[src/rtl/cs_decode_if.sv]
`default_nettype none
// ============================================================================
// Module      : cs_decode_if
// Description : CPU-side bus bundle for the chip-select decoder.
//               master : drives address, write strobe, bus-active, ROM map
//                        select; receives the device selects and status.
//               slave  : the decoder itself.
// Ports       : MotherboardROMEN, A[23:8], nWE, BACT              (to decoder)
//               RAMCS, ROMCS, IOCS, SCSICS, IACS, IOPWCS,
//               SndRAMCSWR, ROMRDY, Overlay                       (from decoder)
// Revision    : 1.0 - initial release
// ============================================================================
interface cs_decode_if;
    logic        MotherboardROMEN;
    logic [23:8] A;
    logic        nWE;
    logic        BACT;

    logic        RAMCS;
    logic        ROMCS;
    logic        IOCS;
    logic        SCSICS;
    logic        IACS;
    logic        IOPWCS;
    logic        SndRAMCSWR;
    logic        ROMRDY;
    logic        Overlay;

    modport master (
        output MotherboardROMEN, A, nWE, BACT,
        input  RAMCS, ROMCS, IOCS, SCSICS, IACS, IOPWCS, SndRAMCSWR,
               ROMRDY, Overlay
    );

    modport slave (
        input  MotherboardROMEN, A, nWE, BACT,
        output RAMCS, ROMCS, IOCS, SCSICS, IACS, IOPWCS, SndRAMCSWR,
               ROMRDY, Overlay
    );
endinterface
`default_nettype wire

[src/rtl/cs_decode.sv]
`default_nettype none
// ============================================================================
// Module      : cs_decode
// Description : Address decoder producing registered device chip selects.
//               Selects are captured at the start of each bus cycle (BACT
//               rising) and held until BACT drops. A boot overlay maps ROM
//               at address 0 until the disable segment is touched. ROM
//               accesses get a programmable wait before ROMRDY.
//               Optional build macro CS_SNOOP_EN enables the video/sound
//               RAM write-snoop selects; without it SndRAMCSWR is 0.
// Ports       : CLK  - clock, all state on rising edge
//               RES  - synchronous active-high reset
//               bus  - cs_decode_if.slave (A, nWE, BACT, MotherboardROMEN in;
//                      selects, ROMRDY, Overlay out)
// Parameters  : RAM_BITS (20..22), OVL_HI, ODIS_SEG, ROM_WS (0..15)
// Revision    : 1.0 - initial release
// ============================================================================
module cs_decode #(
    parameter int          RAM_BITS = 22,
    parameter logic [2:0]  OVL_HI   = 3'b011,
    parameter logic [3:0]  ODIS_SEG = 4'h4,
    parameter int          ROM_WS   = 2
) (
    input  wire logic       CLK,
    input  wire logic       RES,
    cs_decode_if.slave      bus
);

    // Byte-address masks over a 24-bit space; only bits [23:8] are visible.
    localparam logic [23:0] C_RAM_SPAN    = (24'd1 << RAM_BITS) - 24'd1;
    localparam logic [23:0] C_RAM_HI_MASK = ~C_RAM_SPAN;
    // Bits [20:RAM_BITS]; empty (all zero) when RAM_BITS >= 21.
    localparam logic [23:0] C_OVL_LO_MASK = C_RAM_HI_MASK & 24'h1F_FFFF;
    localparam logic [3:0]  C_ROM_WS      = 4'(ROM_WS);

    typedef enum logic [1:0] {
        OVL  = 2'd0,
        PEND = 2'd1,
        NORM = 2'd2
    } state_t;

    state_t      r_state;
    state_t      w_state_nxt;
    logic        r_bact_d;
    logic [6:0]  r_sel;       // {RAM, ROM, IO, SCSI, IA, IOPW, SND}
    logic [3:0]  r_cnt;

    logic        w_ovl;
    logic [3:0]  w_seg;
    logic        w_latch;
    logic        w_ram_raw;
    logic        w_rom_raw;
    logic        w_io_raw;
    logic        w_iopw_raw;
    logic        w_video;
    logic        w_snd;
    logic [6:0]  w_sel_raw;

    assign w_ovl   = (r_state != NORM);
    assign w_seg   = bus.A[23:20];
    assign w_latch = bus.BACT & ~r_bact_d;

    // ---------------------------------------------------------------- decode
    assign w_ram_raw = w_ovl
        ? ((bus.A[23:21] == OVL_HI) && ((bus.A & C_OVL_LO_MASK[23:8]) == 16'h0))
        : ((bus.A & C_RAM_HI_MASK[23:8]) == 16'h0);

    assign w_rom_raw = ((w_seg == 4'h4) && !bus.MotherboardROMEN)
                     || ((w_seg == 4'h8) && bus.MotherboardROMEN)
                     || ((w_seg == 4'h0) && w_ovl);

    // IOPWCS ignores the overlay: it always looks at the unaliased RAM range.
    assign w_iopw_raw = ((bus.A & C_RAM_HI_MASK[23:8]) == 16'h0) && !bus.nWE;

`ifdef CS_SNOOP_EN
    // Top 64 KB of RAM: writes there are also seen by video / sound hardware.
    localparam logic [23:0] C_WIN_MASK = C_RAM_SPAN & 24'hFF_0000;

    logic       w_win;
    logic [3:0] w_nib3;
    logic [3:0] w_nib2;

    assign w_nib3  = bus.A[15:12];
    assign w_nib2  = bus.A[11:8];
    assign w_win   = w_ram_raw && !bus.nWE
                   && ((bus.A & C_WIN_MASK[23:8]) == C_WIN_MASK[23:8]);
    // Video pages: every nibble except 0, 1, 8, 9, i.e. bit2 or bit1 set.
    assign w_video = w_win && (w_nib3[2] || w_nib3[1]);
    assign w_snd   = w_win
        && (((w_nib3 == 4'hF) && (w_nib2 >= 4'hD))
         || ((w_nib3 == 4'hA) && (w_nib2 >= 4'h1) && (w_nib2 <= 4'h3)));
`else
    assign w_video = 1'b0;
    assign w_snd   = 1'b0;
`endif

    assign w_io_raw = ((w_seg == 4'h4) && bus.MotherboardROMEN)
                    || (w_seg == 4'h5) || (w_seg >= 4'h8) || w_video;

    assign w_sel_raw = {w_ram_raw, w_rom_raw, w_io_raw, (w_seg == 4'h5),
                        (bus.A == 16'hFFFF), w_iopw_raw, w_snd};

    // ------------------------------------------------- select / wait counter
    always_ff @(posedge CLK) begin
        if (RES) begin
            r_bact_d <= 1'b0;
            r_sel    <= 7'd0;
            r_cnt    <= 4'd0;
        end else begin
            r_bact_d <= bus.BACT;
            if (!bus.BACT) begin
                r_sel <= 7'd0;
                r_cnt <= 4'd0;
            end else if (w_latch) begin
                r_sel <= w_sel_raw;
                r_cnt <= w_rom_raw ? C_ROM_WS : 4'd0;
            end else if (r_cnt != 4'd0) begin
                r_cnt <= r_cnt - 4'd1;
            end
        end
    end

    // ------------------------------------------------------------ overlay FSM
    always_ff @(posedge CLK) begin
        if (RES) r_state <= OVL;
        else     r_state <= w_state_nxt;
    end

    // PEND keeps the overlay on until the disabling bus cycle has ended, so
    // the decode never changes underneath an active cycle.
    always_comb begin
        w_state_nxt = r_state;
        case (r_state)
            OVL:     if (bus.BACT && (w_seg == ODIS_SEG)) w_state_nxt = PEND;
            PEND:    if (!bus.BACT) w_state_nxt = NORM;
            NORM:    w_state_nxt = NORM;
            default: w_state_nxt = OVL;
        endcase
    end

    // ---------------------------------------------------------------- outputs
    assign bus.RAMCS      = r_sel[6];
    assign bus.ROMCS      = r_sel[5];
    assign bus.IOCS       = r_sel[4];
    assign bus.SCSICS     = r_sel[3];
    assign bus.IACS       = r_sel[2];
    assign bus.IOPWCS     = r_sel[1];
    assign bus.SndRAMCSWR = r_sel[0];
    assign bus.ROMRDY     = r_sel[5] && (r_cnt == 4'd0);
    assign bus.Overlay    = w_ovl;

endmodule
`default_nettype wire

[src/flat_wrapper.sv]
// flat-port wrapper written by rule: the top's interface ports become plain ports
module cs_decode_flat 
#(
    parameter int          RAM_BITS = 22,
    parameter logic [2:0]  OVL_HI   = 3'b011,
    parameter logic [3:0]  ODIS_SEG = 4'h4,
    parameter int          ROM_WS   = 2
)
  (CLK, RES, bus_MotherboardROMEN, bus_A, bus_nWE, bus_BACT, bus_RAMCS, bus_ROMCS, bus_IOCS, bus_SCSICS, bus_IACS, bus_IOPWCS, bus_SndRAMCSWR, bus_ROMRDY, bus_Overlay);
  cs_decode_if bus_i ();
  input  wire logic CLK;
  input  wire logic RES;
  input wire logic [$bits(bus_i.MotherboardROMEN)-1:0] bus_MotherboardROMEN;
  input wire logic [$bits(bus_i.A)-1:0] bus_A;
  input wire logic [$bits(bus_i.nWE)-1:0] bus_nWE;
  input wire logic [$bits(bus_i.BACT)-1:0] bus_BACT;
  output wire logic [$bits(bus_i.RAMCS)-1:0] bus_RAMCS;
  output wire logic [$bits(bus_i.ROMCS)-1:0] bus_ROMCS;
  output wire logic [$bits(bus_i.IOCS)-1:0] bus_IOCS;
  output wire logic [$bits(bus_i.SCSICS)-1:0] bus_SCSICS;
  output wire logic [$bits(bus_i.IACS)-1:0] bus_IACS;
  output wire logic [$bits(bus_i.IOPWCS)-1:0] bus_IOPWCS;
  output wire logic [$bits(bus_i.SndRAMCSWR)-1:0] bus_SndRAMCSWR;
  output wire logic [$bits(bus_i.ROMRDY)-1:0] bus_ROMRDY;
  output wire logic [$bits(bus_i.Overlay)-1:0] bus_Overlay;
  assign bus_i.MotherboardROMEN = bus_MotherboardROMEN;
  assign bus_i.A = bus_A;
  assign bus_i.nWE = bus_nWE;
  assign bus_i.BACT = bus_BACT;
  assign bus_RAMCS = bus_i.RAMCS;
  assign bus_ROMCS = bus_i.ROMCS;
  assign bus_IOCS = bus_i.IOCS;
  assign bus_SCSICS = bus_i.SCSICS;
  assign bus_IACS = bus_i.IACS;
  assign bus_IOPWCS = bus_i.IOPWCS;
  assign bus_SndRAMCSWR = bus_i.SndRAMCSWR;
  assign bus_ROMRDY = bus_i.ROMRDY;
  assign bus_Overlay = bus_i.Overlay;
  cs_decode #(.RAM_BITS(RAM_BITS), .OVL_HI(OVL_HI), .ODIS_SEG(ODIS_SEG), .ROM_WS(ROM_WS)) u_core (.CLK(CLK), .RES(RES), .bus(bus_i));
endmodule
[config.mk]
export PLATFORM = sky130hd
export DESIGN_NAME = cs_decode_flat
export DESIGN_NICKNAME = d
export VERILOG_FILES = /design/src/rtl/cs_decode_if.sv /design/src/rtl/cs_decode.sv /design/src/flat_wrapper.sv
export SDC_FILE = /design/constraint.sdc
export NUM_CORES = 1
export LEC_CHECK = 0
export BUFFER_PORTS_ARGS = -buffer_cell sky130_fd_sc_hd__buf_4
export CORE_MARGIN = 4
export CORE_UTILIZATION = 49
export CTS_CLUSTER_SIZE = 28
export DETAILED_ROUTE_END_ITERATION = 10
export PLACE_DENSITY_LB_ADDON = 0.2
export SLEW_MARGIN = 5
export SYNTH_ARGS = -nofsm -noshare
export SYNTH_HDL_FRONTEND = slang
export SYNTH_SLANG_ARGS = --single-unit
[constraint.sdc]
create_clock -name CLK -period 2.2 [get_ports CLK]
set_input_delay 0.33 -clock CLK [delete_from_list [all_inputs] [get_ports CLK]]
set_output_delay 0.33 -clock CLK [all_outputs]
set_load 0.02 [all_outputs]
---- Word-level counts from Yosys, hierarchy flattened ----
Cells that the tools add are included.
word-level totals
  register bits ........................... 13
  input bits .............................. 21
  output and inout port bits .............. 9
  logic and storage cells ................. 47
operators by class
  add/subtract/negate cells ............... 1
  magnitude comparators ................... 1
  eq/ne operators ......................... 10
  muxes and demuxes ....................... 7
  bitwise gates (word level) .............. 3
  reduce and logical (&&, ||, !) cells .... 21
operators by type and width
  operator                                                                 number
  16-bit equality test, second input constant                              1
  16-bit logical NOT                                                       1
  4-bit by 3-bit equality test with 1-bit output, second input constant    2
  4-bit logical NOT                                                        2
  4-bit two-way mux                                                        2
  1-bit logical AND                                                        7
  2-bit two-way mux                                                        3
  2-bit case mux with 3 select lines                                       1
  4-bit equality test, second input constant                               1
  4-bit greater-or-equal comparator, second input constant                 1
  1-bit logical OR                                                         4
  2-bit inequality test, second input constant                             2
  4-bit nonzero test                                                       1
  4-bit by 1-bit subtractor with 4-bit output, second input constant       1
  3-bit by 2-bit equality test with 1-bit output, second input constant    1
  2-bit by 1-bit equality test with 1-bit output, second input constant    1
  2-bit equality test, second input constant                               1
  1-bit logical NOT                                                        2
  2-bit logical NOT                                                        1
  2-bit by 1-bit inequality test with 1-bit output, second input constant  1
  1-bit inverter                                                           2
  2-bit AND reduction                                                      1
  2-bit nonzero test                                                       1
  2-bit OR reduction                                                       1
  2 further kinds                                                          2

---- Depth between registers and ports, before layout ----
Gate-level depths: netlist of run 1.
  depth in word-level cells ............... 6
  mapped depth ............................ 5
  depth with buffers taken out ............ 5

---- Least setup slack after synthesis of run 1 ----
Ideal clock, no wire load.
  kind .................................... reg2out
  start point ............................. register u_core.r_cnt[0]
  end point ............................... output port bus_ROMRDY
  data arrival time ....................... 1.041 ns
  required time ........................... 1.870 ns
  path slack .............................. 0.829 ns
  stages on the path, launching flop included .. 5
  path buffers ............................ 0
  path through ............................ dfxtp_1 -> inv_1 -> ha_1 -> nor3b_2 -> and2_1
between the ends
  longest elaborated chain between the ends .. 2
ends and longest elaborated chain
  what                    line                text
  start, declared         cs_decode.sv:46     logic [3:0] r_cnt;
  start signal, assigned  cs_decode.sv:116    r_cnt <= w_rom_raw ? C_ROM_WS : 4'd0;
  start signal, assigned  cs_decode.sv:118    r_cnt <= r_cnt - 4'd1;
  4-bit logical NOT       cs_decode.sv:149    assign bus.ROMRDY = r_sel[5] && (r_cnt == 4'd0);
  1-bit logical AND       cs_decode.sv:149
  end, declared           flat_wrapper.sv:24  output wire logic [$bits(bus_i.ROMRDY)-1:0] bus_ROMRDY;
No other way between the ends.

---- Worst setup path after layout of run 1 ----
Same ends and word-level chain as after synthesis.

==> impl_metrics.ini, run 1 <==
[synth]
synth_warnings = 0
synthTopCellsByArea = dfxtp_1 36%, ha_1 8.5%, nand2b_1 6.0%
synth_top_area_frac = 0.356
netlist_area_um2 = 732
synth_cells = 85
synth_nets = 111
synthDistinctLibCells = 33
avgSynthCellArea_um2 = 8.61
synth_top_cell_by_area = dfxtp_1
ys_ff_latch = 13
ys_seq_area_frac = 0.356

[min_path]
hold_class = in -> reg
holdPathStages = 3
hold_end = u_core.r_state[0]
hold_start = RES

[routing]
routedWlPerCell_um = 12.5
finalWirelength_mm = 1.62
vias = 682
drtAntennaViolNets = 0
dr.first_iter.drc_count = 6
via_per_inst = 5.25
drt-pass1-iter-count = 4
drc = 0

[cts]
cts_resized = 0
ctsHoldBuffers = 0
cts_buffers = 3
insertion_delay_ns = 0.27
cts_tree = done
postCtsSetupRepairBufs = 0
clk_pin_slew_ns = 0.07
cts.htree.levels = 1
clockBufferDepth = 2
clockRootBuffer = clkbuf_4
clock_sinks = 13

[power_and_ir_drop]
p_leak_nw = 0.424
vdd_drop_max_mv = 0.484
p_per_area_nw_per_um2 = 552
finalPower_mw = 0.539

[global_route]
antenna_found_initial = 0
grt_pass1_wl_mm = 2.73
top_usage_layer = met2
use_met1 = 0.201
grt_pass1_vias = 649
gr-usage-met3 = 0.0625
grt_max_degree = 13
grt_usage = 0.175
overflow = 0
grt.met2_usage = 0.302

[worst_setup_path]
startpoint_type = flop
setup.worst_path.end_class = output port
crit_path_start = u_core.r_cnt[0]
reg2reg_depth = 5
r2r-start = u_core.r_cnt[0]
arrival_ns = 1.44
worstPathRequired_ns = 1.87
critPathMaxFanout = 4
rr_endpoint = u_core.r_cnt[1]
path_class = reg -> out
ff2ff_setup_slack_ns = 0.76

[sta]
fmax_mhz = 565
tns_ns = 0
finalSetupViolations = 0
whs_ns = 0.354
timing.final.crit_share = 0.804
finClkSkew_ns = 0.000631
rsz0062_at_grt = no
fin_crit_ns = 1.77
finalMaxSlewViolations = 0
finalHoldViolCount = 0

[final_layout]
syn_to_final_growth_pct = 33.3
post-route-cell-area_um2 = 976
n_fill_cell = 123
final_cell_mix = 28 x buf_4, 13 x dfxtp_1, 7 x inv_1, 7 x nand2b_1, 7 x nor2_1
fin_util = 0.723
final_common_cell = buf_4
layout-drive-gt1-share = 0.322
nets = 142
antennaDiodeCount = 0

[die]
dieArea_um2 = 2180
initial_core_util = 0.542
pin_count = 30
die_h_um = 46.7
std_cell_rows = 13
core_um2 = 1350
die_w_um = 46.7

[placement]
dpl.hpwl_mm = 1.29
io_buffers = 28
dpl_cell_area_um2 = 950
place_congestion = 0.774

[run_status]
status = completed

[job]
maxCapViolCount = 0
metal layers:
layer | up-vias | share of wire
li1 | 354 | -
met4 | 0 | 0.0049
met3 | 2 | 0.063
met5 | - | 0
met2 | 14 | 0.53
met1 | 312 | 0.41
logic make-up (layout without fill, tap and decap cells):
group                      count (synthesis)  after routing  synth area share
xor gates and xnor gates                   1              1            0.0120
and+or+nand+nor                           38             38             0.311
adders and majority gates                  5              5            0.0855
DFF                                       13             13             0.356
muxes                                      5              5            0.0701
AOI/OAI and AO/OA                         13             13             0.109
other                                      1              1           0.00512
buffers and inverters                      9             39            0.0513
critical path: stages (launching register included):
cell and delay [ns]:
dfxtp_1 0.32, inv_1 0.08, ha_1 0.21, nor3b_2 0.27, and2_1 0.16, buf_4 0.13
cell usage after synthesis (all sizes together):
library cell	instances
or3	1
nor2b	1
and2	1
nor3b	1
and4bb	1
mux2i	4
ha	5
clkbuf	1
xnor2	1
o21ai	2
a211o	1
a32oi	1
o22ai	1
conb	1
or3b	1
nor2	7
inv	7
mux2	1
and4	1
nand4	3
nor3	2
a31oi	1
nand3b	4
nand2b	7
a21oi	7
nor4	1
nand2	4
nand3	2
or2	1
dfxtp	13
buf	1
how the worst max path moves through the flow:
stage,to,cells after the start
final,bus_ROMRDY,5
after CTS,bus_ROMRDY,5
after floorplan,bus_ROMRDY,4
after global routing,bus_ROMRDY,5
after global placement,bus_ROMRDY,5
after detailed placement,bus_ROMRDY,5
report_power, final:
| group | internal, mW | switching, mW |
|---|---|---|
| Sequential | 0.247 | 0.0115 |
| Clock | 0.0702 | 0.0734 |
| Combinational | 0.0702 | 0.0666 |
| Total | 0.387 | 0.151 |
through the flow:
| step | std cells | setup slack (ns) |
|---|---|---|
| 2_1_floorplan | 85 | 0.829 |
| 3_3_place_gp | 126 | 0.797 |
| 3_5_place_dp | 126 | 0.720 |
| 4_1_cts | 130 | 0.415 |
| 5_1_grt | 130 | 0.293 |
| 6_report | 130 | 0.430 |
sequential cells by signal, indices dropped and copies added, names as in the netlist:
name,flops
u_core.r_sel,6
u_core.r_cnt,4
u_core.r_state,2
u_core.r_bact_d,1
layout make-up:
cell class	count	area (um2)	area share
multi-input cells	63	434	0.445
flip-flops and latches	13	260	0.267
repair buffers	28	210	0.215
clock buffers	4	26.3	0.0269
inverters	7	26.3	0.0269
well taps	15	18.8	0.0192
No activity file was read; power rests on OpenSTA's default activity.
==> run 2, diff against run 1 <==
--- a/config.mk
+++ b/config.mk
@@ -7,7 +7,7 @@
 export LEC_CHECK = 0
 export BUFFER_PORTS_ARGS = -buffer_cell sky130_fd_sc_hd__buf_4
 export CORE_MARGIN = 4
-export CORE_UTILIZATION = 49
+export CORE_UTILIZATION = 46
 export CTS_CLUSTER_SIZE = 28
 export DETAILED_ROUTE_END_ITERATION = 10
 export PLACE_DENSITY_LB_ADDON = 0.2
==> constraint.sdc (replaced) <==
create_clock -name CLK -period 1.8 [get_ports CLK]
set_input_delay 0.27 -clock CLK [delete_from_list [all_inputs] [get_ports CLK]]
set_output_delay 0.27 -clock CLK [all_outputs]
set_load 0.02 [all_outputs]
==> impl_metrics.ini, run 2 (synthesis gave the netlist of run 1 again) <==
[run_status]
status = completed

[global_route]
top_usage_layer = met2
grt_usage = 0.157
antenna_found_initial = 0
use_met1 = 0.171
grt_pass1_vias = 617
gr-usage-met3 = 0.0564
grt_max_degree = 13
grt_pass1_wl_mm = 2.49
overflow = 0
grt.met2_usage = 0.274

[die]
die_h_um = 47.9
die_w_um = 47.9
std_cell_rows = 14
pin_count = 30
dieArea_um2 = 2290
core_um2 = 1510
initial_core_util = 0.486

[sta]
fin_ws_ns = 0.0891
finalHoldViolCount = 0
rsz0062_at_grt = no
finalMaxSlewViolations = 0
tns_ns = 0
fin_crit_ns = 1.71
finClkSkew_ns = 0.00309
timing.final.crit_share = 0.950
fmax_mhz = 584
finalSetupViolations = 0

[cts]
cts.htree.levels = 1
cts_tree = done
clockBufferDepth = 2
cts_buffers = 3
clock_sinks = 13
insertion_delay_ns = 0.27
clk_pin_slew_ns = 0.08
clockRootBuffer = clkbuf_4
postCtsSetupRepairBufs = 0

[final_layout]
antennaDiodeCount = 0
regArea_um2 = 260
fin_cells = 131
multi_input_area_um2 = 440
final_common_cell = buf_4
largest_register_ffs = 6
top_register = u_core.r_sel
final_cell_mix = 28 x buf_4, 13 x dfxtp_1, 7 x inv_1, 7 x nand2b_1, 7 x nor2_1
layout-drive-gt1-share = 0.322
biggestRegsByFlops = u_core.r_sel x6, u_core.r_cnt x4, u_core.r_state x2
n_fill_cell = 124
syn_to_final_growth_pct = 34.4
nets = 142

[routing]
routedWlPerCell_um = 12.6
dr.first_iter.drc_count = 7
drt-pass1-iter-count = 4
via_per_inst = 5.18
drtAntennaViolNets = 0
vias = 679
finalWirelength_mm = 1.65
drc = 0

[power_and_ir_drop]
p_leak_nw = 0.428
finalPower_mw = 0.663
vdd_drop_max_mv = 0.401
p_per_area_nw_per_um2 = 674

[placement]
io_buffers = 28
place_congestion = 0.715
place_worst_setup_slack_ns = 0.342
place_inst = 127
dpl.hpwl_mm = 1.32

[worst_setup_path]
path_class = reg -> out
critPathMaxFanout = 4
worstPathRequired_ns = 1.53
ff2ff_setup_slack_ns = 0.33
startpoint_type = flop
reg2reg_depth = 5
arrival_ns = 1.44
setup.worst_path.end_class = output port

[min_path]
holdPathStages = 3
hold_class = in -> reg

[job]
maxCapViolCount = 0
-- run 2: path summary, 6_finish.rpt --
kind                   startpoint           endpoint
hold / removal                RES  u_core.r_state[1]
setup / recovery  u_core.r_cnt[0]         bus_ROMRDY
hold reg to reg   u_core.r_sel[2]    u_core.r_sel[2]
setup reg to reg  u_core.r_cnt[0]    u_core.r_cnt[1]
-- run 2: power breakdown --
group | total, mW | internal, mW | switching, mW
Clock | 0.179 | 0.0859 | 0.0934
Sequential | 0.315 | 0.302 | 0.0128
Combinational | 0.169 | 0.0866 | 0.0826
-- run 2: final cells by class --
type | instances | area share
clock buffer | 4 | 0.0267
inverter | 7 | 0.0267
multi-input combinational | 63 | 0.448
sequential | 13 | 0.265
tap | 16 | 0.0204
timing repair buffer | 28 | 0.214
-- run 2: worst max-delay path, stage by stage, from the launching register on --
cell,delay (ns)
dfxtp_1,0.32
inv_1,0.09
ha_1,0.22
nor3b_4,0.25
and2_1,0.15
buf_4,0.13
-- run 2: per-stage QoR --
step / utilization / hold WS (ns) / instance area (um2)
after floorplan: - / 0.416 / 732
after global routing: 0.653 / 0.290 / 983
after global placement: 0.631 / 0.442 / 951
final: 0.653 / 0.283 / 983
after CTS: 0.649 / 0.281 / 977
after detailed placement: 0.631 / 0.449 / 951
-- run 2: per-layer routing --
layer,up-vias,wire (um)
li1,356,-
met1,308,627
met2,11,939
met3,4,61
met4,0,19
met5,-,0
-- run 2: what timing repair did --
| item | 4_1_cts | 5_1_grt |
|---|---|---|
| endpoints found under the setup margin | 0 | 1 |
| resized for setup | 0 | 1 |
| hold buffers | 0 | 0 |
==> run 3, diff against run 2 <==
==> constraint.sdc (replaced) <==
create_clock -name CLK -period 1.7 [get_ports CLK]
set_input_delay 0.255 -clock CLK [delete_from_list [all_inputs] [get_ports CLK]]
set_output_delay 0.255 -clock CLK [all_outputs]
set_load 0.02 [all_outputs]
==> impl_metrics.ini, run 3 (synthesis gave the netlist of run 1 again) <==
[placement]
place_worst_setup_slack_ns = 0.260
place_congestion = 0.681
io_buffers = 28
place_inst = 127
dpl.hpwl_mm = 1.33

[routing]
drc = 0
routedWlPerCell_um = 12.9
finalWirelength_mm = 1.71
dr.first_iter.drc_count = 3
vias = 683
via_per_inst = 5.17
drtAntennaViolNets = 0
drt-pass1-iter-count = 2

[power_and_ir_drop]
vdd_drop_max_mv = 0.446
p_per_area_nw_per_um2 = 707
p_leak_nw = 0.434

[worst_setup_path]
critPathMaxFanout = 4
crit_path_start = u_core.r_cnt[0]
ff2ff_setup_slack_ns = 0.25
startpoint_type = flop
path_class = reg -> out
setup.worst_path.end_class = output port
rr_endpoint = u_core.r_cnt[1]
worstPathRequired_ns = 1.44
reg2reg_depth = 6
r2r-start = u_core.r_cnt[0]
arrival_ns = 1.35

[die]
core_um2 = 1510
initial_core_util = 0.486
die_h_um = 47.9
dieArea_um2 = 2290
die_w_um = 47.9
pin_count = 30
std_cell_rows = 14

[final_layout]
final_common_cell = buf_4
top_register = u_core.r_sel
largest_register_ffs = 6
fin_cells = 132
antennaDiodeCount = 0
syn_to_final_growth_pct = 37.1
layout-drive-gt1-share = 0.336
final_cell_mix = 29 x buf_4, 13 x dfxtp_1, 7 x inv_1, 7 x nand2b_1, 7 x nor2_1
nets = 143
biggestRegsByFlops = u_core.r_sel x6, u_core.r_cnt x4, u_core.r_state x2

[sta]
rsz0062_at_grt = no
finalMaxSlewViolations = 0
finClkSkew_ns = 0.00566
fmax_mhz = 625
fin_ws_ns = 0.0995
tns_ns = 0
timing.final.crit_share = 0.941
finalSetupViolations = 0
finalHoldViolCount = 0
fin_crit_ns = 1.60

[cts]
clockRootBuffer = clkbuf_4
clk_pin_slew_ns = 0.08
cts_buffers = 3
clockBufferDepth = 2
ctsHoldBuffers = 0
cts.htree.levels = 1
clock_sinks = 13
insertion_delay_ns = 0.28
cts_tree = done

[run_status]
status = completed

[job]
maxCapViolCount = 0

[global_route]
grt_max_degree = 13
grt_usage = 0.169
overflow = 0
antenna_found_initial = 0
grt_pass1_vias = 670
grt_pass1_wl_mm = 2.68

[min_path]
hold_class = in -> reg
hold_end = u_core.r_state[0]
hold_start = RES
holdPathStages = 3
run 3: final cells by class:
cell class                      count  area, um2
Clock buffer                        4       26.3
Fill cell                         135        503
Inverter                            7       26.3
Multi-Input combinational cell     63        453
Sequential cell                    13        260
Tap cell                           16       20.0
Timing Repair Buffer               29        218
run 3: what timing repair did:
action | in CTS | in global routing
setup buffers | 1 | 0
gates resized for setup | 1 | 2
setup endpoints to repair | 1 | 1
pin swaps | 0 | 1
run 3: through the flow:
stage / instance area [um2] / hold WS, ns / utilization / power, mW
after floorplan: 732 / 0.401 / - / 0.451
after global placement: 951 / 0.442 / 0.631 / 0.517
after CTS: 991 / 0.259 / 0.658 / 0.721
final: 1000 / 0.266 / 0.666 / 0.710
after detailed placement: 951 / 0.447 / 0.631 / 0.522
after global routing: 1000 / 0.277 / 0.666 / 0.760
run 3: where the power goes:
part	internal [mW]	leakage [nW]	switching (mW)
Sequential	0.320	0.105	0.0141
Combinational	0.0927	0.313	0.0883
Clock	0.0910	0.0150	0.104
Total	0.503	0.434	0.206
run 3: how the worst max path moves through the flow:
stage,end,slack [ns],depth (start not counted)
floorplan,u_core.r_cnt[1],0.38,5
global placement,u_core.r_cnt[1],0.35,5
detailed placement,u_core.r_cnt[1],0.26,5
CTS,bus_ROMRDY,0.04,5
global route,bus_ROMRDY,0.04,5
finish,bus_ROMRDY,0.1,5
run 3: routing by layer:
layer  track usage  wire length, um
met5             0                0
met4        0.0968               12
met3        0.0338               42
met2         0.290              944
met1         0.191              709
run 3: worst max-delay path, cell delays in order, from the launching register on:
cell     delay [ns]
dfxtp_1        0.32
inv_1          0.13
ha_4           0.16
nor3b_4        0.19
and2_1         0.15
buf_4          0.13
